## src/rtl/cpu_pkg.sv

```systemverilog
// rtl/cpu_pkg.sv - shared opcode, field and fetch-state definitions
//
// Purpose: constants and types shared by the fetch sequencer and the
//          control unit. Opcode field positions, the flow-control opcodes
//          handled inside the fetch unit, and the fetch FSM state encoding.
// Ports:   none (package).
package cpu_pkg;

  localparam logic [4:0] OP_NOP = 5'd0;
  localparam logic [4:0] OP_JMP = 5'd16;
  localparam logic [4:0] OP_HLT = 5'd31;

  localparam int OPC_MSB     = 31;
  localparam int OPC_LSB     = 27;
  localparam int JMP_TGT_MSB = 26;
  localparam int JMP_TGT_LSB = 19;

  typedef enum logic [1:0] {
    S_IDLE = 2'd0,
    S_REQ  = 2'd1,
    S_WAIT = 2'd2,
    S_HALT = 2'd3
  } fetch_state_t;

  function automatic logic [4:0] opc_of(input logic [31:0] word);
    return word[OPC_MSB:OPC_LSB];
  endfunction

endpackage

```

## src/rtl/instr_fetch.sv

```systemverilog
// rtl/instr_fetch.sv - instruction fetch sequencer with local JMP/HLT execution
//
// Purpose: walks the program counter through a synchronous-read instruction
//          memory and presents each fetched datapath word on op_code for one
//          clock (zeros otherwise). HLT stops fetching; JMP (when the
//          FETCH_JUMP_EN macro is defined) reloads the PC without emitting.
// Config:  `define FETCH_JUMP_EN to execute opcode 16 as JMP; otherwise it is
//          forwarded like any other word.
// Ports:   clk, rst_n      - clock, asynchronous active-low reset
//          start           - begin execution at RESET_PC from IDLE or HALT
//          stall           - hold the fetch in REQ
//          imem_rd         - memory read strobe (combinational, REQ only)
//          imem_addr       - memory read address (= pc)
//          imem_data       - read data, valid the cycle after imem_rd
//          op_code         - instruction to the control unit, 0 when not valid
//          op_valid        - one-cycle qualifier for op_code
//          pc              - current program counter
//          halted          - high while in HALT
module instr_fetch
  import cpu_pkg::*;
#(
  parameter int                ADDR_W   = 8,
  parameter logic [ADDR_W-1:0] RESET_PC = '0
) (
  input  logic              clk,
  input  logic              rst_n,
  input  logic              start,
  input  logic              stall,
  output logic              imem_rd,
  output logic [ADDR_W-1:0] imem_addr,
  input  logic [31:0]       imem_data,
  output logic [31:0]       op_code,
  output logic              op_valid,
  output logic [ADDR_W-1:0] pc,
  output logic              halted
);

  fetch_state_t state;
  logic [4:0]   opc;

  assign opc       = opc_of(imem_data);
  assign imem_rd   = (state == S_REQ) && !stall;
  assign imem_addr = pc;

`ifdef FETCH_JUMP_EN
  logic [ADDR_W-1:0] jmp_tgt;
  // Target field is 8 bits wide; the cast zero-extends or truncates to ADDR_W.
  assign jmp_tgt = ADDR_W'(imem_data[JMP_TGT_MSB:JMP_TGT_LSB]);
`endif

  always_ff @(posedge clk or negedge rst_n) begin
    if (!rst_n) begin
      state    <= S_IDLE;
      pc       <= RESET_PC;
      op_code  <= '0;
      op_valid <= 1'b0;
      halted   <= 1'b0;
    end else begin
      // Output is a single-cycle pulse; only a forwarding WAIT edge raises it.
      op_code  <= '0;
      op_valid <= 1'b0;
      case (state)
        S_IDLE: begin
          if (start) begin
            pc    <= RESET_PC;
            state <= S_REQ;
          end
        end
        S_REQ: begin
          if (!stall) begin
            state <= S_WAIT;
          end
        end
        S_WAIT: begin
          if (opc == OP_HLT) begin
            halted <= 1'b1;
            state  <= S_HALT;
          end
`ifdef FETCH_JUMP_EN
          else if (opc == OP_JMP) begin
            pc    <= jmp_tgt;
            state <= S_REQ;
          end
`endif
          else begin
            op_code  <= imem_data;
            op_valid <= 1'b1;
            pc       <= pc + ADDR_W'(1);
            state    <= S_REQ;
          end
        end
        S_HALT: begin
          if (start) begin
            pc     <= RESET_PC;
            halted <= 1'b0;
            state  <= S_REQ;
          end
        end
        default: state <= S_IDLE;
      endcase
    end
  end

endmodule

```

## config.mk

```make
export PLATFORM = sky130hd
export DESIGN_NAME = instr_fetch
export DESIGN_NICKNAME = d
export VERILOG_FILES = /design/src/rtl/cpu_pkg.sv /design/src/rtl/instr_fetch.sv
export SDC_FILE = /design/constraint.sdc
export NUM_CORES = 1
export LEC_CHECK = 0
export ABC_AREA = 1
export ABC_CLOCK_PERIOD_IN_PS = 1870
export CORE_MARGIN = 1
export CORE_UTILIZATION = 35
export DETAILED_ROUTE_END_ITERATION = 12
export PLACE_DENSITY_LB_ADDON = 0.3
export SKIP_CTS_REPAIR_TIMING = 1
export SLEW_MARGIN = 20
export SYNTH_ARGS = -nofsm -noshare
export SYNTH_HDL_FRONTEND = slang
export SYNTH_SLANG_ARGS = --single-unit
```

## constraint.sdc

```tcl
create_clock -name clk -period 1.87 [get_ports clk]
set_input_delay 0.187 -clock clk [delete_from_list [all_inputs] [get_ports clk]]
set_output_delay 0.187 -clock clk [all_outputs]
set_load 0.005 [all_outputs]
```

# [After elaboration in Yosys (flattened, before gate mapping)]
# Cells that the tools add are included.
[totals] out_inout_bits=51 wordCells=38 regBits=44 input_bits=36
[op_classes] n_mux=14 add_sub_neg=1 reduce_logical=9 eq_ne=9
[ops] operator="32-bit two-way mux" n=2
[ops] operator="8-bit two-way mux" n=2
[ops] operator="8-bit one-hot mux with 2 select lines" n=1
[ops] operator="8-bit by 1-bit adder with 8-bit output (second input constant)" n=1
[ops] operator="2-bit != test (second input constant)" n=4
[ops] operator="2-bit two-way mux" n=3
[ops] operator="2-bit one-hot mux with 3 select lines" n=1
[ops] operator="3-bit AND reduction" n=2
[ops] operator="5-bit equality test (second input constant)" n=1
[ops] operator="2-bit equality test (second input constant)" n=2
[ops] operator="1-bit two-way mux" n=4
[ops] operator="2-bit nonzero test" n=2
[ops] operator="2-bit by 1-bit equality test with 1-bit output (second input constant)" n=1
[ops] operator="2-bit zero test" n=1
[ops] operator="2-bit by 1-bit != test with 1-bit output (second input constant)" n=1
[ops] operator="1-bit one-hot mux with 2 select lines" n=1
[ops] operator="2-bit AND reduction" n=1
[ops] operator="2-bit OR reduction" n=1
[ops] operator="1-bit logical AND" n=1
[ops] operator="1-bit zero test" n=1

# [Longest topological paths before layout]
# Gate-level depths: netlist of the first run.
[logic_depth] ltp_word=4 ltp_mapped=9

# [Worst setup path before layout of the first run]
# Ideal clock, no wire load.
[synth_timing] kind="reg-to-reg" from="reg state[0]" to="reg pc[5], in the netlist imem_addr[5]" required_time_ps=1805 arrival_ps=1295 setup_slack_ps=510 period_less_slack_ps=1360 stages_incl_launch_ff=10 cell_sequence="dfrtp_1 inv_1 ha_1 inv_2 nor2_4 nor2_4 nand2_4 nor2_4 nand2_1 nand2_1"
[synth_via] elab_chain_cells=4 elab_cells_between_ends=9 cone_classes="eq/ne (4); mux (1); reduce/logical (4)"
[synth_lines] item="from (decl)" line_no="instr_fetch.sv:38" rtl="fetch_state_t state;"
[synth_lines] item="from (signal assigned)" line_no="instr_fetch.sv:53" rtl="state <= S_IDLE;"
[synth_lines] item="from (signal assigned)" line_no="instr_fetch.sv:66" rtl="state <= S_REQ;"
[synth_lines] item="from (signal assigned)" line_no="instr_fetch.sv:71" rtl="state <= S_WAIT;"
[synth_lines] item="2-bit equality test or 2-bit zero test (tied branches)" line_no="instr_fetch.sv:62" rtl="case (state)"
[synth_lines] item="2-bit OR reduction (no source line)"
[synth_lines] item="2-bit by 1-bit != test with 1-bit output (no source line) or 2-bit nonzero test (tied branches)"
[synth_lines] item="3-bit AND reduction (no source line)"
[synth_lines] item="to (signal assigned)" line_no="instr_fetch.sv:88" rtl="pc <= pc + ADDR_W'(1);"
[synth_lines] item="to (decl)" line_no="instr_fetch.sv:34" rtl="output logic [ADDR_W-1:0] pc,"
# Parallel ways exist; a longest one is shown, timed or not.
# A chain may end at the register's enable or synchronous reset.

# [Final worst setup path of the first run]
[layout_timing] from="reg state[1]" to="out imem_rd"
[layout_via] elab_chain_cells=2
[layout_lines] item="2-bit by 1-bit equality test with 1-bit output" line_no="instr_fetch.sv:42" rtl="assign imem_rd = (state == S_REQ) && !stall;"
[layout_lines] item="1-bit logical AND" line_no="instr_fetch.sv:42"
[layout_lines] item="to (decl)" line_no="instr_fetch.sv:29" rtl="output logic imem_rd,"
# Every way passes these cells.

==> results of run 1 <==
==> cells in the mapped netlist <==
master / instances / area (um^2)
nand2_1: 34 / 128
buf_6: 2 / 22.5
nor2_1: 26 / 97.6
xor2_1: 2 / 17.5
o21bai_1: 2 / 15.0
buf_4: 8 / 60.1
nand2_4: 3 / 33.8
nand3_2: 1 / 10.0
inv_2: 1 / 3.75
nand2_2: 1 / 6.26
buf_8: 1 / 15.0
nand3_1: 2 / 10.0
o21ai_0: 6 / 30.0
o21ai_1: 1 / 5.00
ha_1: 4 / 50.1
nor2_4: 4 / 45.0
dfrtp_1: 44 / 1100
xnor2_1: 1 / 8.76
nand3b_1: 2 / 15.0
nor2_2: 10 / 62.6
a21oi_1: 1 / 5.00
inv_1: 40 / 150
==> power by group <==
group	switching, mW	internal (mW)
sequential	0.0968	1.14
combinational	0.583	0.655
clock	0.319	0.302
==> worst max-delay path, delay by kind of cell, from the launching register on <==
kind,cells,cell delay [ns]
buf+inv,3,0.66
flops,1,0.40
fa+ha+maj,1,0.16
simple gates,1,0.07
==> cells by family (layout without fill, tap and decap cells) <==
group / count (synthesis) / count (layout) / share of synthesized area
compound gates: 10 / 10 / 0.0291
xor+xnor: 3 / 3 / 0.0139
flops: 44 / 44 / 0.582
fa+ha+maj: 4 / 4 / 0.0265
buf+inv: 52 / 139 / 0.133
simple gates: 83 / 83 / 0.216
==> path summary, 6_finish.rpt <==
| path | start | to | slack, ns |
|---|---|---|---|
| setup / recovery | state[1]$_DFFE_PN0P_ | imem_rd | 0.09 |
| hold / removal | rst_n | op_code[22]$_DFF_PN0_ | 0.39 |
| setup reg to reg | state[0]$_DFFE_PN0P_ | imem_addr[7]$_DFFE_PN0P_ | 0.27 |
| hold reg to reg | imem_addr[7]$_DFFE_PN0P_ | imem_addr[7]$_DFFE_PN0P_ | 0.56 |
| max in group asynchronous | rst_n | imem_addr[1]$_DFFE_PN0P_ | 1.00 |
| min in group clk | imem_data[24] | op_code[24]$_DFF_PN0_ | 0.40 |
==> layout make-up <==
type / count / area share
clock buffer: 6 / 0.0284
timing repair buffer: 90 / 0.315
clock inverter: 2 / 0.00474
tap: 70 / 0.0302
multi-input combinational: 100 / 0.190
sequential: 44 / 0.379
inverter: 41 / 0.0530
==> flip-flops by register name (all words and copies together) (netlist names) <==
name	count
halted	1
imem_addr	8
op_code	32
op_valid	1
state	2
==> stage by stage <==
| step | power [mW] | util |
|---|---|---|
| 2_1_floorplan | 1.90 | - |
| 3_3_place_gp | 2.45 | 0.537 |
| 3_5_place_dp | 2.47 | 0.537 |
| 4_1_cts | 3.11 | 0.556 |
| 5_1_grt | 3.33 | 0.561 |
| 6_report | 3.10 | 0.561 |
==> metal layers <==
| metal | track usage | share of wire | up-vias |
|---|---|---|---|
| li1 | - | - | 729 |
| met1 | 0.156 | 0.41 | 667 |
| met2 | 0.227 | 0.47 | 58 |
| met3 | 0.0714 | 0.10 | 6 |
| met4 | 0.0617 | 0.018 | 0 |
| met5 | 0 | 0 | - |
==> results.yml, run 1 <==
clocking:
  cts_inserted_buffers: 5
  root_buffer: "clkbuf_8"
  worstSkewPairLatency_ns: 0.29
  cts_tree: "done"
  clockBufferDepth: 2
  htree_levels: 2
  clk_pin_slew_ns: 0.08
  numClockSinks: 44
global_route:
  grt_pass1_vias: 1382
  grt_pass1_wl_um: 5840
  grt_usage: 0.141
  overflow: 0
  grt_max_degree: 25
  antenna_found_initial: 0
place:
  gp_congestion: 0.740
  place_ws_ns: 0.291
  dp.final_hpwl_um: 2720
  dp.cells: 343
  placed_area_um2: 2780
  io_buffer_count: 86
power_and_ir_drop:
  peakVddDrop_uv: 665
  powerDensity_nw_per_um2: 1070
  power.leakage_nw: 1.46
timing:
  holdWs_ns: 0.390
  finalHoldViolCount: 0
  finalWorstSetupSlack_ns: 0.0867
  period_share: 0.954
  relSlewSlack: 0.672
  fin_worst_skew_ns: 0.00471
  slew_violations: 0
  rsz0062_at_grt: "no"
  fin_crit_ns: 1.78
  timing.fmax_ghz: 0.561
  setup_violations: 0
  tightest_slew_ns: 0.492
  finalSetupTns_ns: 0
logic_synthesis:
  seq_area_frac_synth: 0.582
  ys_seq_elements: 44
  syn_area_per_cell_um2: 9.65
  synth_cell_types: 22
  syn_nets: 236
  synthCells: 196
  netlist_area_um2: 1890
  yosys_warnings: 0
final_layout:
  multi_input_comb_area_um2: 552
  seqCellArea_um2: 1100
  area_growth_pct: 53.5
  layout.nets: 322
  nFillCells: 480
  layout_commonest_cell: "clkdlybuf4s50_1"
  layout-drive-gt1-share: 0.117
  final_cell_mix: "clkdlybuf4s50_1 (85), dfrtp_1 (44), inv_1 (40)"
  design_area_um2: 2900
  final_cells: 353
  insertedDiodeCount: 0
die:
  io_pins: 87
  core_area_um2: 5170
  initial_core_util: 0.366
  die_y_um: 75.5
  die_w_um: 75.5
  fp-row-count: 26
  die_area_um2: 5700
routing:
  drt_iter0_drc: 42
  viasPerCell: 4.14
  first_pass_iters: 3
  wire_per_inst_um: 10.1
  totalWireLength_um: 3580
  vias: 1460
  drc: 0
  ant_nets: 0
flow_run:
  cap_violations: 0
critical_path:
  setup.worst_path.start_class: "flop"
  reg2reg_depth: 9
  endpoint_kind: "primary output"
  cp_data_required_time_ns: 1.68
  crit_type: "reg -> out"
  worst_path_max_delay_cell: "clkdlybuf4s50_1"
  cp_max_fo: 3
  path_cells: "inv_1 > ha_4 > inv_1 > nor2_1 > clkdlybuf4s50_1"
  crit_path_frequent_cell: "inv_1"
  slowest_delay_ns: 0.50
  crit_arrival_ns: 1.60
outcome:
  status: "completed"
worst_hold_path:
  hold_class: "in -> async"
No activity file was read; power rests on OpenSTA's default activity.
==> run 2: changes to the inputs <==
--- a/config.mk
+++ b/config.mk
@@ -9,5 +9,5 @@
 export ABC_CLOCK_PERIOD_IN_PS = 1870
 export CORE_MARGIN = 1
-export CORE_UTILIZATION = 35
+export CORE_UTILIZATION = 41
 export DETAILED_ROUTE_END_ITERATION = 12
 export PLACE_DENSITY_LB_ADDON = 0.3
==> constraint.sdc (replaced) <==
create_clock -name clk -period 1.87 [get_ports clk]
set_input_delay 0.374 -clock clk [delete_from_list [all_inputs] [get_ports clk]]
set_output_delay 0.374 -clock clk [all_outputs]
set_load 0.05 [all_outputs]
==> results.yml, run 2 (synthesis results as in run 1) <==
place:
  place_ws_ns: 0.257
  dp.final_hpwl_um: 2660
  io_buffer_count: 86
  gp_congestion: 0.747
  dp.cells: 326
timing:
  setup_violations: 0
  fin_worst_skew_ns: 0.00837
  tightest_slew_ns: 0.534
  rsz0062_at_grt: "no"
  holdWs_ns: 0.0441
  timing.fmax_ghz: 0.550
  relSlewSlack: 0.644
  finalWorstSetupSlack_ns: 0.0515
  finalSetupTns_ns: 0
  fin_crit_ns: 1.82
  slew_violations: 0
  finalHoldViolCount: 0
  period_share: 0.972
power_and_ir_drop:
  p_seq_frac: 0.328
  switchingPower_mw: 1.69
  peakVddDrop_uv: 732
  pwr-share-clk: 0.164
  pwr-share-comb: 0.508
  p_int_mw: 2.09
  power.leakage_nw: 1.55
  powerDensity_nw_per_um2: 1330
  sw_frac_of_total: 0.448
final_layout:
  final_cell_mix: "clkdlybuf4s50_1 (57), dfrtp_1 (44), inv_1 (40)"
  area_growth_pct: 49.7
  insertedDiodeCount: 0
  layout-drive-gt1-share: 0.206
  largest_reg_flops: 32
  layout.nets: 321
  nFillCells: 368
  layout_commonest_cell: "clkdlybuf4s50_1"
  top_register: "op_code"
  final_cells: 334
critical_path:
  cp_max_fo: 1
  cp_data_required_time_ns: 1.50
  slowest_delay_ns: 0.80
  cpLargestDelayFamily: "buffers and inverters"
  path_cells: "clkdlybuf4s50_1"
  worst-path-buf-inv: 1
  crit_type: "reg -> out"
  endpoint_kind: "primary output"
  setup.worst_path.start_class: "flop"
  worst_path_max_delay_cell: "clkdlybuf4s50_1"
  crit_arrival_ns: 1.44
global_route:
  grt_usage: 0.168
  grt_max_degree: 45
  overflow: 0
  grt_pass1_wl_um: 6280
  antenna_found_initial: 0
  grt_pass1_vias: 1412
worst_hold_path:
  hold_class: "in -> async"
clocking:
  cts_inserted_buffers: 5
  numClockSinks: 44
  cts_tree: "done"
  worstSkewPairLatency_ns: 0.30
  root_buffer: "clkbuf_8"
  clockBufferDepth: 2
  htree_levels: 2
  clk_pin_slew_ns: 0.08
die:
  fp-row-count: 24
  core_area_um2: 4380
  die_area_um2: 4890
  io_pins: 87
  die_y_um: 69.9
  die_w_um: 69.9
  initial_core_util: 0.432
routing:
  wire_per_inst_um: 10.8
  drc: 0
  ant_nets: 0
  first_pass_iters: 4
  drt_iter0_drc: 112
  totalWireLength_um: 3610
  vias: 1453
  viasPerCell: 4.35
flow_run:
  cap_violations: 0
outcome:
  status: "completed"
[run 2: changes by cell type in the layout (fill, tap and decap cells not counted), moves of 2 or more]
cell	change
clkdlybuf4s50_1	-28
buf_4	+23
dlymetal6s2s_1	+3
buf_12	+2
clkinvlp_4	+2
[run 2: path summary, 6_finish.rpt]
kind,slack [ns],depth (start not counted),to,start
max reg2reg,0.35,9,imem_addr[5]$_DFFE_PN0P_,state[0]$_DFFE_PN0P_
max,0.05,1,op_code[26],op_code[26]$_DFF_PN0_
max in group asynchronous,1.62,2,op_code[23]$_DFF_PN0_,rst_n
min,0.04,2,imem_addr[2]$_DFFE_PN0P_,rst_n
min in group clk,0.56,2,imem_addr[7]$_DFFE_PN0P_,imem_addr[7]$_DFFE_PN0P_
min reg2reg,0.56,2,imem_addr[7]$_DFFE_PN0P_,imem_addr[7]$_DFFE_PN0P_
[run 2: metal layers]
layer  GRT usage  part of all wire  wire length [um]  vias up
met3      0.0837              0.11               393        5
met5           0                 0                 0        -
met2       0.267              0.47              1710       68
met4      0.0600             0.015                56        0
met1       0.195              0.40              1450      654
li1            -                 -                 -      726
[run 2: power groups by stage]
stage          clock network [mW]  logic [mW]  registers [mW]
2_1_floorplan                   0       0.742            1.85
5_1_grt                     0.692        2.05            1.27
3_3_place_gp                    0        1.92            1.25
6_report                    0.621        1.92            1.24
3_5_place_dp                    0        1.93            1.26
4_1_cts                     0.637        1.94            1.24
[run 2: per-stage QoR]
| stage | cell area [um^2] | total power, mW | utilization |
|---|---|---|---|
| final | 2830 | 3.78 | 0.646 |
| after global routing | 2830 | 4.01 | 0.646 |
| after CTS | 2820 | 3.82 | 0.644 |
| after detailed placement | 2730 | 3.19 | 0.622 |
| after global placement | 2730 | 3.16 | 0.622 |
| after floorplan | 1890 | 2.59 | - |
[run 2: cell type report]
cell class | instances | area [um^2] | area share
clock buffers | 6 | 82.6 | 0.0292
clock inverters | 2 | 15.0 | 0.00530
inverters | 41 | 154 | 0.0543
multi-input cells | 100 | 542 | 0.191
flip-flops and latches | 44 | 1100 | 0.389
well taps | 52 | 65.1 | 0.0230
repair buffers | 89 | 873 | 0.308
